**src/rtl/ct_f_spsram_512x52_ctrl.sv**
```systemverilog
// Access controller for the 512x52 single-port SRAM macro: zero-fill sweep after reset,
// valid/ready request port, and an in-order read response FIFO sized by credits.
module ct_f_spsram_512x52_ctrl #(
  parameter int                    ADDR_WIDTH = 9,
  parameter int                    DATA_WIDTH = 52,
  parameter int                    INIT_EN    = 1,
  parameter logic [DATA_WIDTH-1:0] INIT_VALUE = '0,
  parameter int                    RSP_DEPTH  = 3
) (
  input  logic                  CLK,
  input  logic                  RST,
  input  logic                  req_vld,
  output logic                  req_rdy,
  input  logic                  req_wr,
  input  logic [ADDR_WIDTH-1:0] req_addr,
  input  logic [DATA_WIDTH-1:0] req_wdata,
  input  logic [1:0]            req_wmask,
  output logic                  rsp_vld,
  input  logic                  rsp_rdy,
  output logic [DATA_WIDTH-1:0] rsp_data,
  output logic                  init_done,
  output logic [ADDR_WIDTH-1:0] A,
  output logic                  CEN,
  output logic                  GWEN,
  output logic [DATA_WIDTH-1:0] WEN,
  output logic [DATA_WIDTH-1:0] D,
  input  logic [DATA_WIDTH-1:0] Q
);

  localparam int HALF = DATA_WIDTH / 2;
  localparam int PW   = (RSP_DEPTH > 1) ? $clog2(RSP_DEPTH) : 1;
  localparam int CW   = $clog2(RSP_DEPTH + 1);

  typedef enum logic {ST_INIT, ST_RUN} state_t;

  state_t                r_state;
  logic [ADDR_WIDTH-1:0] r_cnt;
  logic                  r_initDone;
  logic [DATA_WIDTH-1:0] r_fifo [RSP_DEPTH];
  logic [PW-1:0]         r_wrPtr;
  logic [PW-1:0]         r_rdPtr;
  logic [CW-1:0]         r_occ;
  logic                  r_rdInflight;

  logic [CW:0] w_used;
  logic        w_accept;
  logic        w_wrAcc;
  logic        w_rdAcc;
  logic        w_initAcc;
  logic        w_push;
  logic        w_pop;

  function automatic logic [PW-1:0] nextPtr(input logic [PW-1:0] p);
    return (p == PW'(RSP_DEPTH - 1)) ? '0 : p + PW'(1);
  endfunction

  // A request is only granted when its eventual response is guaranteed a FIFO slot.
  assign w_used    = {1'b0, r_occ} + {{CW{1'b0}}, r_rdInflight};
  assign req_rdy   = r_initDone && !RST && (w_used < (CW+1)'(RSP_DEPTH));
  assign w_accept  = req_vld && req_rdy;
  assign w_wrAcc   = w_accept && req_wr;
  assign w_rdAcc   = w_accept && !req_wr;
  assign w_initAcc = (r_state == ST_INIT) && !RST;
  assign w_push    = r_rdInflight;
  assign w_pop     = (r_occ != '0) && rsp_rdy;

  assign init_done = r_initDone;
  assign rsp_vld   = (r_occ != '0);
  assign rsp_data  = r_fifo[r_rdPtr];

  always_comb begin
    CEN  = 1'b1;
    GWEN = 1'b1;
    WEN  = '1;
    A    = '0;
    D    = '0;
    if (w_initAcc) begin
      CEN  = 1'b0;
      GWEN = 1'b0;
      WEN  = '0;
      A    = r_cnt;
      D    = INIT_VALUE;
    end else if (w_wrAcc) begin
      CEN  = 1'b0;
      GWEN = 1'b0;
      WEN  = {{(DATA_WIDTH-HALF){~req_wmask[1]}}, {HALF{~req_wmask[0]}}};
      A    = req_addr;
      D    = req_wdata;
    end else if (w_rdAcc) begin
      CEN  = 1'b0;
      A    = req_addr;
    end
  end

  always_ff @(posedge CLK) begin
    if (RST) begin
      r_state    <= (INIT_EN != 0) ? ST_INIT : ST_RUN;
      r_cnt      <= '0;
      r_initDone <= (INIT_EN == 0);
    end else if (r_state == ST_INIT) begin
      r_cnt <= r_cnt + ADDR_WIDTH'(1);
      if (r_cnt == '1) begin
        r_state    <= ST_RUN;
        r_initDone <= 1'b1;
      end
    end
  end

  // Q belongs to the read issued last cycle; reset drops it along with the queue.
  always_ff @(posedge CLK) begin
    if (RST) begin
      r_wrPtr      <= '0;
      r_rdPtr      <= '0;
      r_occ        <= '0;
      r_rdInflight <= 1'b0;
    end else begin
      r_rdInflight <= w_rdAcc;
      if (w_push) begin
        r_fifo[r_wrPtr] <= Q;
        r_wrPtr         <= nextPtr(r_wrPtr);
      end
      if (w_pop) r_rdPtr <= nextPtr(r_rdPtr);
      case ({w_push, w_pop})
        2'b10:   r_occ <= r_occ + CW'(1);
        2'b01:   r_occ <= r_occ - CW'(1);
        default: r_occ <= r_occ;
      endcase
    end
  end

endmodule

```
**config.mk**
```make
export PLATFORM = sky130hd
export DESIGN_NAME = ct_f_spsram_512x52_ctrl
export DESIGN_NICKNAME = d
export VERILOG_FILES = /design/src/rtl/ct_f_spsram_512x52_ctrl.sv
export SDC_FILE = /design/constraint.sdc
export NUM_CORES = 1
export LEC_CHECK = 0
export ABC_AREA = 1
export BUFFER_PORTS_ARGS = -buffer_cell sky130_fd_sc_hd__buf_2
export CAP_MARGIN = 20
export CORE_MARGIN = 1.5
export CORE_UTILIZATION = 37
export DETAILED_ROUTE_END_ITERATION = 7
export GPL_ROUTABILITY_DRIVEN = 0
export MAX_ROUTING_LAYER = met4
export PLACE_DENSITY = 0.68
export SLEW_MARGIN = 10
export SYNTH_ARGS = -nofsm -noshare
export SYNTH_HDL_FRONTEND = slang
export SYNTH_SLANG_ARGS = --single-unit
```
**constraint.sdc**
```tcl
create_clock -name CLK -period 6 [get_ports CLK]
set_input_delay 0.3 -clock CLK [delete_from_list [all_inputs] [get_ports CLK]]
set_output_delay 0.3 -clock CLK [all_outputs]
set_load 0.005 [all_outputs]
```
* Word-level counts from Yosys, hierarchy flattened
Memories as Yosys holds them, arrays and structs flattened. A register that Yosys moved wholly into a read port is not among the register bits.
Index checks and enable logic that the tools add are counted.
** Storage, ports and cells
- Bits in registers :: 18
- Bits in writable memories :: 156
- Memories kept :: 1
- Word-level logic and storage cells :: 57
** Memory list
- r_fifo :: depth 3, width 52, read ports 1, clocked after Yosys merged registers in 1, write ports 1, RTL line 39 : logic [DATA_WIDTH-1:0] r_fifo [RSP_DEPTH];
** Operators by class
- Reductions and logical operators :: 12
- Muxes and demuxes :: 22
- $add $sub $neg :: 6
- $lt $le $gt $ge :: 1
- Bitwise logic cells :: 3
- Equality and inequality tests :: 5
** Operators with widths (number)
- $mux W52 :: 4
- $mux W9 :: 3
- $mux W1 :: 10
- $add A9 B1 Y9 const B :: 1
- $eq A9 B9 Y1 const B :: 1
- $mux W2 :: 4
- $logic_and A1 B1 Y1 :: 7
- $add A2 B1 Y2 const B :: 3
- $eq A2 B2 Y1 const B :: 3
- $pmux W2 S2 :: 1
- $reduce_bool A2 Y1 :: 2
- $add A2 B1 Y3 :: 1
- $lt A3 B2 Y1 const B :: 1
- $not A1 Y1 :: 3
- $eq A2 B1 Y1 const B :: 1
- $logic_not A1 Y1 :: 2
- $reduce_and A2 Y1 :: 1
- $sub A2 B1 Y2 const B :: 1

* Logic depth before layout (Yosys ltp)
Gate-level depths: netlist (run 1).
- Word-level depth :: 8
- Depth in mapped cells :: 9

* Worst setup path before layout (run 1)
OpenSTA, ideal clock, no wires.
- Path kind :: input to register
- Start :: in RST
- End :: mem r_fifo[2][0] (enable)
- Required time :: 5474 ps
- Setup slack :: 1465 ps
- Data arrival time :: 4009 ps
- Cell stages on the path :: 3
- Library setup time :: 526 ps
- Path buffers :: 0
- Path through :: inv_4 -> nand2_1 -> nor3_1
** On the way
- Longest elaborated chain between the ends :: 2
** Ends and longest elaborated chain
- start, declared :: RTL line 11 : input logic RST,
- $mux W1 :: RTL line 111 : if (RST) begin
- $mux W1 (not written as such) :: RTL line 119 : r_fifo[r_wrPtr] <= Q;
- end, declared :: RTL line 39
No other way between the ends.

* Final worst setup path (run 1)
- Start :: reg r_occ[0]
- End :: out WEN[5]
** On the way
- Longest elaborated chain between the ends :: 7
** Ends and longest elaborated chain
- start, declared :: RTL line 42 : logic [CW-1:0] r_occ;
- start signal, assigned :: RTL line 124 : 2'b10: r_occ <= r_occ + CW'(1);
- start signal, assigned :: RTL line 125 : 2'b01: r_occ <= r_occ - CW'(1);
- start signal, assigned :: RTL line 126 : default: r_occ <= r_occ;
- $add A2 B1 Y3 :: RTL line 58 : assign w_used = {1'b0, r_occ} + {{CW{1'b0}}, r_rdInflight};
- $lt A3 B2 Y1 :: RTL line 59 : assign req_rdy = r_initDone && !RST && (w_used < (CW+1)'(RSP_DEPTH));
- $logic_and A1 B1 Y1 :: RTL line 59
- $logic_and A1 B1 Y1 :: RTL line 60 : assign w_accept = req_vld && req_rdy;
- $logic_and A1 B1 Y1 :: RTL line 61 : assign w_wrAcc = w_accept && req_wr;
- $mux W52 :: RTL line 83 : end else if (w_wrAcc) begin
- $mux W52 :: RTL line 77 : if (w_initAcc) begin
- end, declared :: RTL line 25 : output logic [DATA_WIDTH-1:0] WEN,
No other way between the ends.

==> results of run 1 <==
-- cell families after synthesis --
kind of cell	after synthesis	share of synthesized area, %
AND/OR/NAND/NOR	292	15.4
flip-flops	176	66.4
AO/OA/AOI/OAI	132	8.77
buffers and inverters	109	8.67
adder cells (fa/ha/maj)	5	0.817
-- cell usage after synthesis (all sizes together) --
cell / n / area share, %
dfxtp: 20 / 5.2
a31o: 2 / 0.23
ha: 5 / 0.82
edfxtp: 156 / 61
a31oi: 1 / 0.082
clkinv: 2 / 0.098
o21ai: 18 / 1.2
nand4: 2 / 0.16
nor3b: 1 / 0.098
nor4: 1 / 0.082
inv: 21 / 1.1
nor3: 1 / 0.065
o21a: 1 / 0.098
clkbuf: 11 / 0.54
buf: 75 / 7.0
or2: 2 / 0.16
nand2: 152 / 7.6
nor2: 127 / 6.6
a21oi: 110 / 7.2
nand3: 6 / 0.56
-- metrics by stage --
stage / instances / utilization, %
floorplan: 714 / -
global placement: 1193 / 44.0
detailed placement: 1193 / 44.0
CTS: 1225 / 47.0
global route: 1232 / 47.3
finish: 1232 / 47.3
-- power groups by stage --
stage	registers, mW	clock network [mW]	logic (mW)
5_1_grt	1.33	1.17	0.123
3_3_place_gp	1.36	0	0.109
2_1_floorplan	1.36	0	0.0635
3_5_place_dp	1.36	0	0.110
6_report	1.33	1.10	0.111
4_1_cts	1.33	1.12	0.111
-- per-layer routing --
layer | part of all wire (%) | GRT usage, % | wire length, µm | up-vias
met5 | 0 | - | 0 | -
met4 | 1.6 | 5.51 | 313 | 0
met3 | 5.3 | 3.91 | 1020 | 18
met2 | 51 | 31.4 | 9770 | 209
met1 | 42 | 21.2 | 8020 | 2710
li1 | - | - | - | 2843
-- area by class of cell --
class / count / area (µm²) / area share [%]
Multi-Input combinational cell: 429 / 1930 / 20.1
Tap cell: 270 / 338 / 3.52
Clock inverter: 15 / 178 / 1.85
Sequential cell: 176 / 5090 / 53.0
Clock buffer: 17 / 425 / 4.44
Antenna cell: 5 / 12.5 / 0.130
Inverter: 23 / 88.8 / 0.926
Timing Repair Buffer: 297 / 1530 / 16.0
-- state kept, by name, summed over array words and instances, names as in the netlist, named ones only --
signal / cells
r_rdInflight: 1
r_rdPtr: 2
r_state: 1
r_fifo: 156
init_done: 1
r_cnt: 9
r_wrPtr: 2
r_occ: 2
-- final timing paths --
path | start | endpoint | cells after the start
hold / removal | Q[23] | r_fifo[0][23] | 1
setup reg to reg | r_rdInflight | r_fifo[0][17] | 3
setup / recovery | r_occ[0] | WEN[5] | 9
hold reg to reg | r_cnt[4] | r_cnt[4] | 2
-- worst max-delay path, delay by kind of cell, from the launching register on --
kind | cells | cell delay, ns
adder cells (fa/ha/maj) | 2 | 0.47
flip-flops | 1 | 0.36
AND/OR/NAND/NOR | 6 | 1.39
buffers and inverters | 1 | 0.27
==> flow_summary.ini, run 1 <==
[pwr]
power_mw = 2.54
p_int_mw = 2.01
swShare_pct = 20.9
vdd_ir_drop_max_mv = 0.180
comb_power_share_pct = 4.4
seqPwrFrac_pct = 52.5
power_frac_clock_pct = 43.2
leakagePower_nw = 4.06
powerDensity_mw_per_mm2 = 265
switchingPower_mw = 0.530

[grt]
grt_antenna_before_repair = 5
grt_overflow = 0
grt_pass1_wl_um = 29000
grt_usage_pct = 18.2
grt_max_degree = 65
grt_pass1_vias = 5385

[logic_synthesis]
syn_nets = 839
synthCells = 714
synth-seq-area-share_pct = 66.4
ys_ff_latch = 176
netlist_area_mm2 = 0.00766
synth-warning-count = 0
ys_types = 28
synth_area_per_cell_um2 = 10.7

[setup_path]
r2r_slack_ns = 3.94
end_kind = primary output
required_ns = 5.70
cp-start-kind = flop
crit_type = flop to primary output
cp.arrival_ns = 2.92
crit_top_cell = nand2_1
slowest_stage = nand3_4
critPathMaxStageDelay_ns = 0.46
crit_chain = ha_1 > ha_1 > nand2_1 > nand2_1 > nor2_4 > nand3_4 > nand2_1 > nand2_1 > buf_2
cp_max_fo = 53

[layout]
drive_gt1_share_pct = 37.1
syn_to_final_growth_pct = 25.2
fin_nets = 1069
final_cell_mix = buf_2, edfxtp_1, nand2_1, nor2_1, a21oi_1
fillCellCount = 1903
finish.instance_area_mm2 = 0.00959
layout_commonest_cell = buf_2

[clocking]
h-tree-depth = 4
cts_buffers = 17
clock-root-buffer = clkbuf_16
postCtsHoldBufs = 0
cts.sinks = 176
cts_buffer_depth = 2
cts_tree = yes
path_clk_slew_ns = 0.07
cts_resized = 0
post_cts_buffers = 0
insertion_delay_ns = 0.41

[floorplanning]
die_w_um = 147
pin_count = 290
core_mm2 = 0.0203
die-area_mm2 = 0.0216
initial_core_util_pct = 37.7
rows = 52
die_h_um = 147

[place]
port_buffers = 289
dp_hpwl_um = 12800
pre_cts_ws_ns = 2.90
placed_area_mm2 = 0.00894

[sta]
holdWs_ns = 0.0853
period_share_pct = 53.6
relSlewSlack_pct = 48.8
slew_violations = 0
finalHoldViolCount = 0
fin_tns_setup_ns = 0
fmax_ghz = 0.311
final-setup-viol-count = 0
finClkSkew_ns = 0.0112
min_period_ns = 3.22
rsz0062_at_grt = no
worstMarginPinSlew_ns = 0.767
layout_setup_ws_ns = 2.78

[detailed_routing]
dr.first_iter.drc_count = 282
ant_nets = 0
routed_wl_um = 19100
drcViolationCount = 0
dr_total_vias = 5780
firstDrtPassIters = 6
vias_per_cell = 4.69
post_drt_wl_per_cell_um = 15.5

[outcome]
outcome = finished clean

[hold_path]
hold_class = primary input to flop

[run]
maxCapViolCount = 0
Power figures use the tool's default switching activity.
==> run 2, diff against run 1 <==
- PLACE_DENSITY: 0.68 -> 0.7
- clock period: 6 -> 2.7 ns (I/O delays scaled with it)
==> run 2 against run 1 <==
Against the previous run: sequential cell count unchanged; final area increased by 6.0%; worst setup slack got worse by 2.7 ns; global-route usage increased by 1.5 points; routed wire length increased by 7.1%; clock skew increased by 0.0039 ns; sequential power increased by 120%; critical path depth unchanged; count of clock-buffer cells in the layout unchanged; clock power increased by 120%; non-clock buffer count increased by 59; critical path type unchanged; largest cell class unchanged.
==> flow_summary.ini, run 2 (same netlist as run 1, synthesis figures left out) <==
[layout]
fin_nets = 1128
syn_to_final_growth_pct = 32.8
finish.instance_area_mm2 = 0.0102
regArea_mm2 = 0.00509
top_regs = r_fifo x156, r_cnt x9
multi_input_area_mm2 = 0.00194
fillCellCount = 1792
largest_reg_flops = 156
fin_util_pct = 50.1
drive_gt1_share_pct = 35.0
final_cell_mix = buf_2, edfxtp_1, nand2_1, nor2_1, a21oi_1
layout_commonest_cell = buf_2
largest_register = r_fifo

[clocking]
cts_tree = yes
path_clk_slew_ns = 0.07
cts_buffer_depth = 2
cts_buffers = 17
insertion_delay_ns = 0.42
h-tree-depth = 4
clock-root-buffer = clkbuf_16
post_cts_buffers = 0
cts.sinks = 176

[floorplanning]
die_h_um = 147
initial_core_util_pct = 37.7
die-area_mm2 = 0.0216
die_w_um = 147
core_mm2 = 0.0203
rows = 52
pin_count = 290

[grt]
grt_pass1_wl_um = 31200
grt_overflow = 0
grt_max_degree = 53
grt_pass1_vias = 6018
grt_usage_pct = 19.7
grt_antenna_before_repair = 2

[hold_path]
hold_start = req_vld
min_path_cells = 3
hold_class = primary input to flop

[sta]
relSlewSlack_pct = 54.4
finClkSkew_ns = 0.0151
rsz0062_at_grt = yes
slew_violations = 0
holdWs_ns = 0.160
min_period_ns = 2.58
final-setup-viol-count = 0
worstMarginPinSlew_ns = 0.685
fmax_ghz = 0.388
finalHoldViolCount = 0
fin_tns_setup_ns = 0
period_share_pct = 95.5

[detailed_routing]
post_drt_wl_per_cell_um = 15.9
dr.first_iter.drc_count = 205
routed_wl_um = 20500
firstDrtPassIters = 4
vias_per_cell = 4.72
drcViolationCount = 0
dr_total_vias = 6075
ant_nets = 0

[pwr]
powerDensity_mw_per_mm2 = 565
power_mw = 5.75
leakagePower_nw = 4.31
vdd_ir_drop_max_mv = 0.343

[setup_path]
end_kind = primary output
cp-start-kind = flop
crit_type = flop to primary output
reg2reg_from = r_rdInflight
worstSetupStartpoint = r_occ[0]
r2r_cells = 3
cp.arrival_ns = 2.44
cp_max_fo = 26
required_ns = 2.57

[place]
dp_hpwl_um = 13800
placed_area_mm2 = 0.00902
port_buffers = 289

[run]
maxCapViolCount = 0

[outcome]
outcome = finished clean
-- run 2: cell type report --
class                   instances  share of cell area, %
flip-flops and latches        176                   50.0
repair buffers                356                   20.7
multi-input cells             429                   19.0
clock buffers                  17                   4.18
well taps                     270                   3.32
clock inverters                15                   1.76
inverters                      23                  0.874
diodes                          2                 0.0492
-- run 2: per-layer routing --
metal / GRT usage [%] / vias up / share of wire [%]
li1: - / 2949 / -
met1: 19.5 / 2829 / 36
met2: 36.4 / 259 / 54
met3: 4.13 / 38 / 6.2
met4: 9.60 / 0 / 3.8
met5: - / - / 0
-- run 2: where the power goes --
group | total (mW) | leakage (nW) | internal (mW) | switching [mW]
logic | 0.315 | 2.45 | 0.167 | 0.148
clock network | 2.47 | 0.297 | 1.47 | 1.00
registers | 2.97 | 1.56 | 2.96 | 0.00461
total | 5.75 | 4.31 | 4.59 | 1.15
-- run 2: worst paths after layout --
path	slack (ns)	endpoint
max	0.12	WEN[26]
min	0.16	r_rdInflight
max reg2reg	1.04	r_fifo[1][32]
min reg2reg	0.47	r_cnt[4]
-- run 2: repair_timing --
action | 4_1_cts | 5_1_grt
gates resized for setup | 0 | 0
hold buffers | 54 | 0
setup endpoints to repair | 0 | 52
hold endpoints to repair | 158 | 0
-- run 2: worst max-delay path, cell delays in order (launching register included) --
cell,delay [ns]
dfxtp_1,0.36
ha_1,0.22
ha_1,0.27
nand2_1,0.06
nand2_1,0.07
nor2_4,0.14
nand3_4,0.08
nand2_1,0.13
nand2_1,0.40
buf_2,0.29
-- run 2: per-stage QoR --
stage               cells  worst slack [ns]
finish               1288             0.122
global route         1288           -0.0738
CTS                  1286            0.0799
detailed placement   1200             0.556
global placement     1200             0.621
floorplan             714            -0.423
==> run 3, diff against run 2 <==
- REMOVE_ABC_BUFFERS: default -> 1
==> run 3 against run 2 <==
Against the previous run: sequential share of layout area down 0.13 points; combinational power about the same; total power down 0.26%; first-iteration DRC count up 52%; highest routed layer unchanged; largest cell class unchanged; clock skew down 0.0048 ns; via count up 0.46%; worst hold slack worse by 0.0041 ns; register-to-register slack worse by 0.04 ns.
==> flow_summary.ini, run 3 (same netlist as run 1, synthesis figures left out) <==
[hold_path]
hold_class = primary input to flop

[detailed_routing]
vias_per_cell = 4.73
routed_wl_um = 20400
firstDrtPassIters = 5
post_drt_wl_per_cell_um = 15.8
dr_total_vias = 6103
ant_nets = 0
dr.first_iter.drc_count = 312
drcViolationCount = 0

[clocking]
cts.sinks = 176
path_clk_slew_ns = 0.07
cts_buffer_depth = 2
post_cts_buffers = 0
h-tree-depth = 4
insertion_delay_ns = 0.42
cts_tree = yes
clock-root-buffer = clkbuf_16
cts_buffers = 17
cts_resized = 0

[pwr]
power_frac_clock_pct = 42.8
switchingPower_mw = 1.21
vdd_ir_drop_max_mv = 0.395
power_mw = 5.73
swShare_pct = 21.1
p_int_mw = 4.52
leakagePower_nw = 4.33
powerDensity_mw_per_mm2 = 562
seqPwrFrac_pct = 51.7
comb_power_share_pct = 5.5

[grt]
grt_antenna_before_repair = 1
grt_max_degree = 53
grt_pass1_vias = 5905
grt_usage_pct = 19.5
grt_overflow = 0
grt_pass1_wl_um = 30800

[outcome]
outcome = finished clean

[floorplanning]
rows = 52
die-area_mm2 = 0.0216
initial_core_util_pct = 37.7
die_w_um = 147
pin_count = 290
core_mm2 = 0.0203
die_h_um = 147

[setup_path]
cp-start-kind = flop
cp.arrival_ns = 2.47
required_ns = 2.57
cp_max_fo = 26
r2r_slack_ns = 1.00
crit_type = flop to primary output
end_kind = primary output

[sta]
worstMarginPinSlew_ns = 0.905
min_period_ns = 2.61
fmax_ghz = 0.384
finalHoldViolCount = 0
slew_violations = 0
period_share_pct = 96.5
final-setup-viol-count = 0
finClkSkew_ns = 0.0103
relSlewSlack_pct = 39.3
rsz0062_at_grt = yes
layout_setup_ws_ns = 0.0938

[layout]
largest_reg_flops = 156
fin_nets = 1130
final_cell_mix = buf_2, edfxtp_1, nand2_1, nor2_1, a21oi_1
drive_gt1_share_pct = 35.2
syn_to_final_growth_pct = 33.1
fin_util_pct = 50.2
layout_commonest_cell = buf_2
largest_register = r_fifo
top_regs = r_fifo x156, r_cnt x9

[place]
pre_cts_ws_ns = 0.520
port_buffers = 289
dp_hpwl_um = 13400

[run]
maxCapViolCount = 0
-- run 3: cell types whose count changed in the layout (fill, tap and decap cells not counted) --
cell,before,now
inv_2,1,0
inv_8,1,3
buf_12,2,4
nor3_2,0,1
clkinv_8,0,1
inv_6,4,5
diode_2,2,1
nor3_4,1,0
bufinv_16,3,2
clkinv_4,3,1
-- run 3: cell type report --
class                           count  area [µm²]
Inverter                           23        88.8
Tap cell                          270         338
Clock buffer                       17         425
Clock inverter                     15         175
Fill cell                        1782       10100
Antenna cell                        1        2.50
Timing Repair Buffer              358        2150
Multi-Input combinational cell    429        1930
Sequential cell                   176        5090
-- run 3: final timing paths --
check	from	end	cells after the start
worst min-delay path	rsp_rdy	r_rdPtr[0]	4
worst max-delay path	r_occ[0]	WEN[15]	9
worst min register to register	r_cnt[4]	r_cnt[4]	2
worst max register to register	r_cnt[1]	r_cnt[8]	6
-- run 3: what timing repair did --
item,CTS,global route
endpoints found under the setup margin,0,52
endpoints found under the hold margin,158,0
hold buffers,54,0
-- run 3: per-layer routing --
metal	vias to the layer above	part of all wire, %	track usage [%]
met3	21	6.8	4.01
li1	2962	-	-
met4	0	1.1	5.86
met2	266	53	36.3
met1	2854	39	20.6
met5	-	0	-
-- run 3: stage by stage --
stage | setup TNS [ns] | area, µm² | hold slack [ns] | cells
2_1_floorplan | -139.68 | 7080 | 0.204 | 628
3_3_place_gp | 0 | 9050 | 0.335 | 1202
3_5_place_dp | 0 | 9050 | 0.339 | 1202
4_1_cts | 0 | 10200 | 0.127 | 1288
5_1_grt | -4.76 | 10200 | 0.168 | 1289
6_report | 0 | 10200 | 0.156 | 1289
-- run 3: critical path, stage by stage (launching register included) --
cell,delay (ns)
dfxtp_1,0.36
ha_1,0.22
ha_1,0.27
nand2_1,0.06
nand2_1,0.07
nor2_4,0.14
nand3_4,0.07
nand2_1,0.10
nand2_1,0.44
buf_2,0.31
-- run 3: power groups by stage --
stage | clock network [mW] | registers [mW] | logic (mW)
3_3_place_gp | 0 | 3.02 | 0.248
4_1_cts | 2.50 | 2.96 | 0.315
5_1_grt | 2.60 | 2.96 | 0.345
3_5_place_dp | 0 | 3.02 | 0.252
2_1_floorplan | 0 | 3.02 | 0.0697
6_report | 2.45 | 2.96 | 0.313
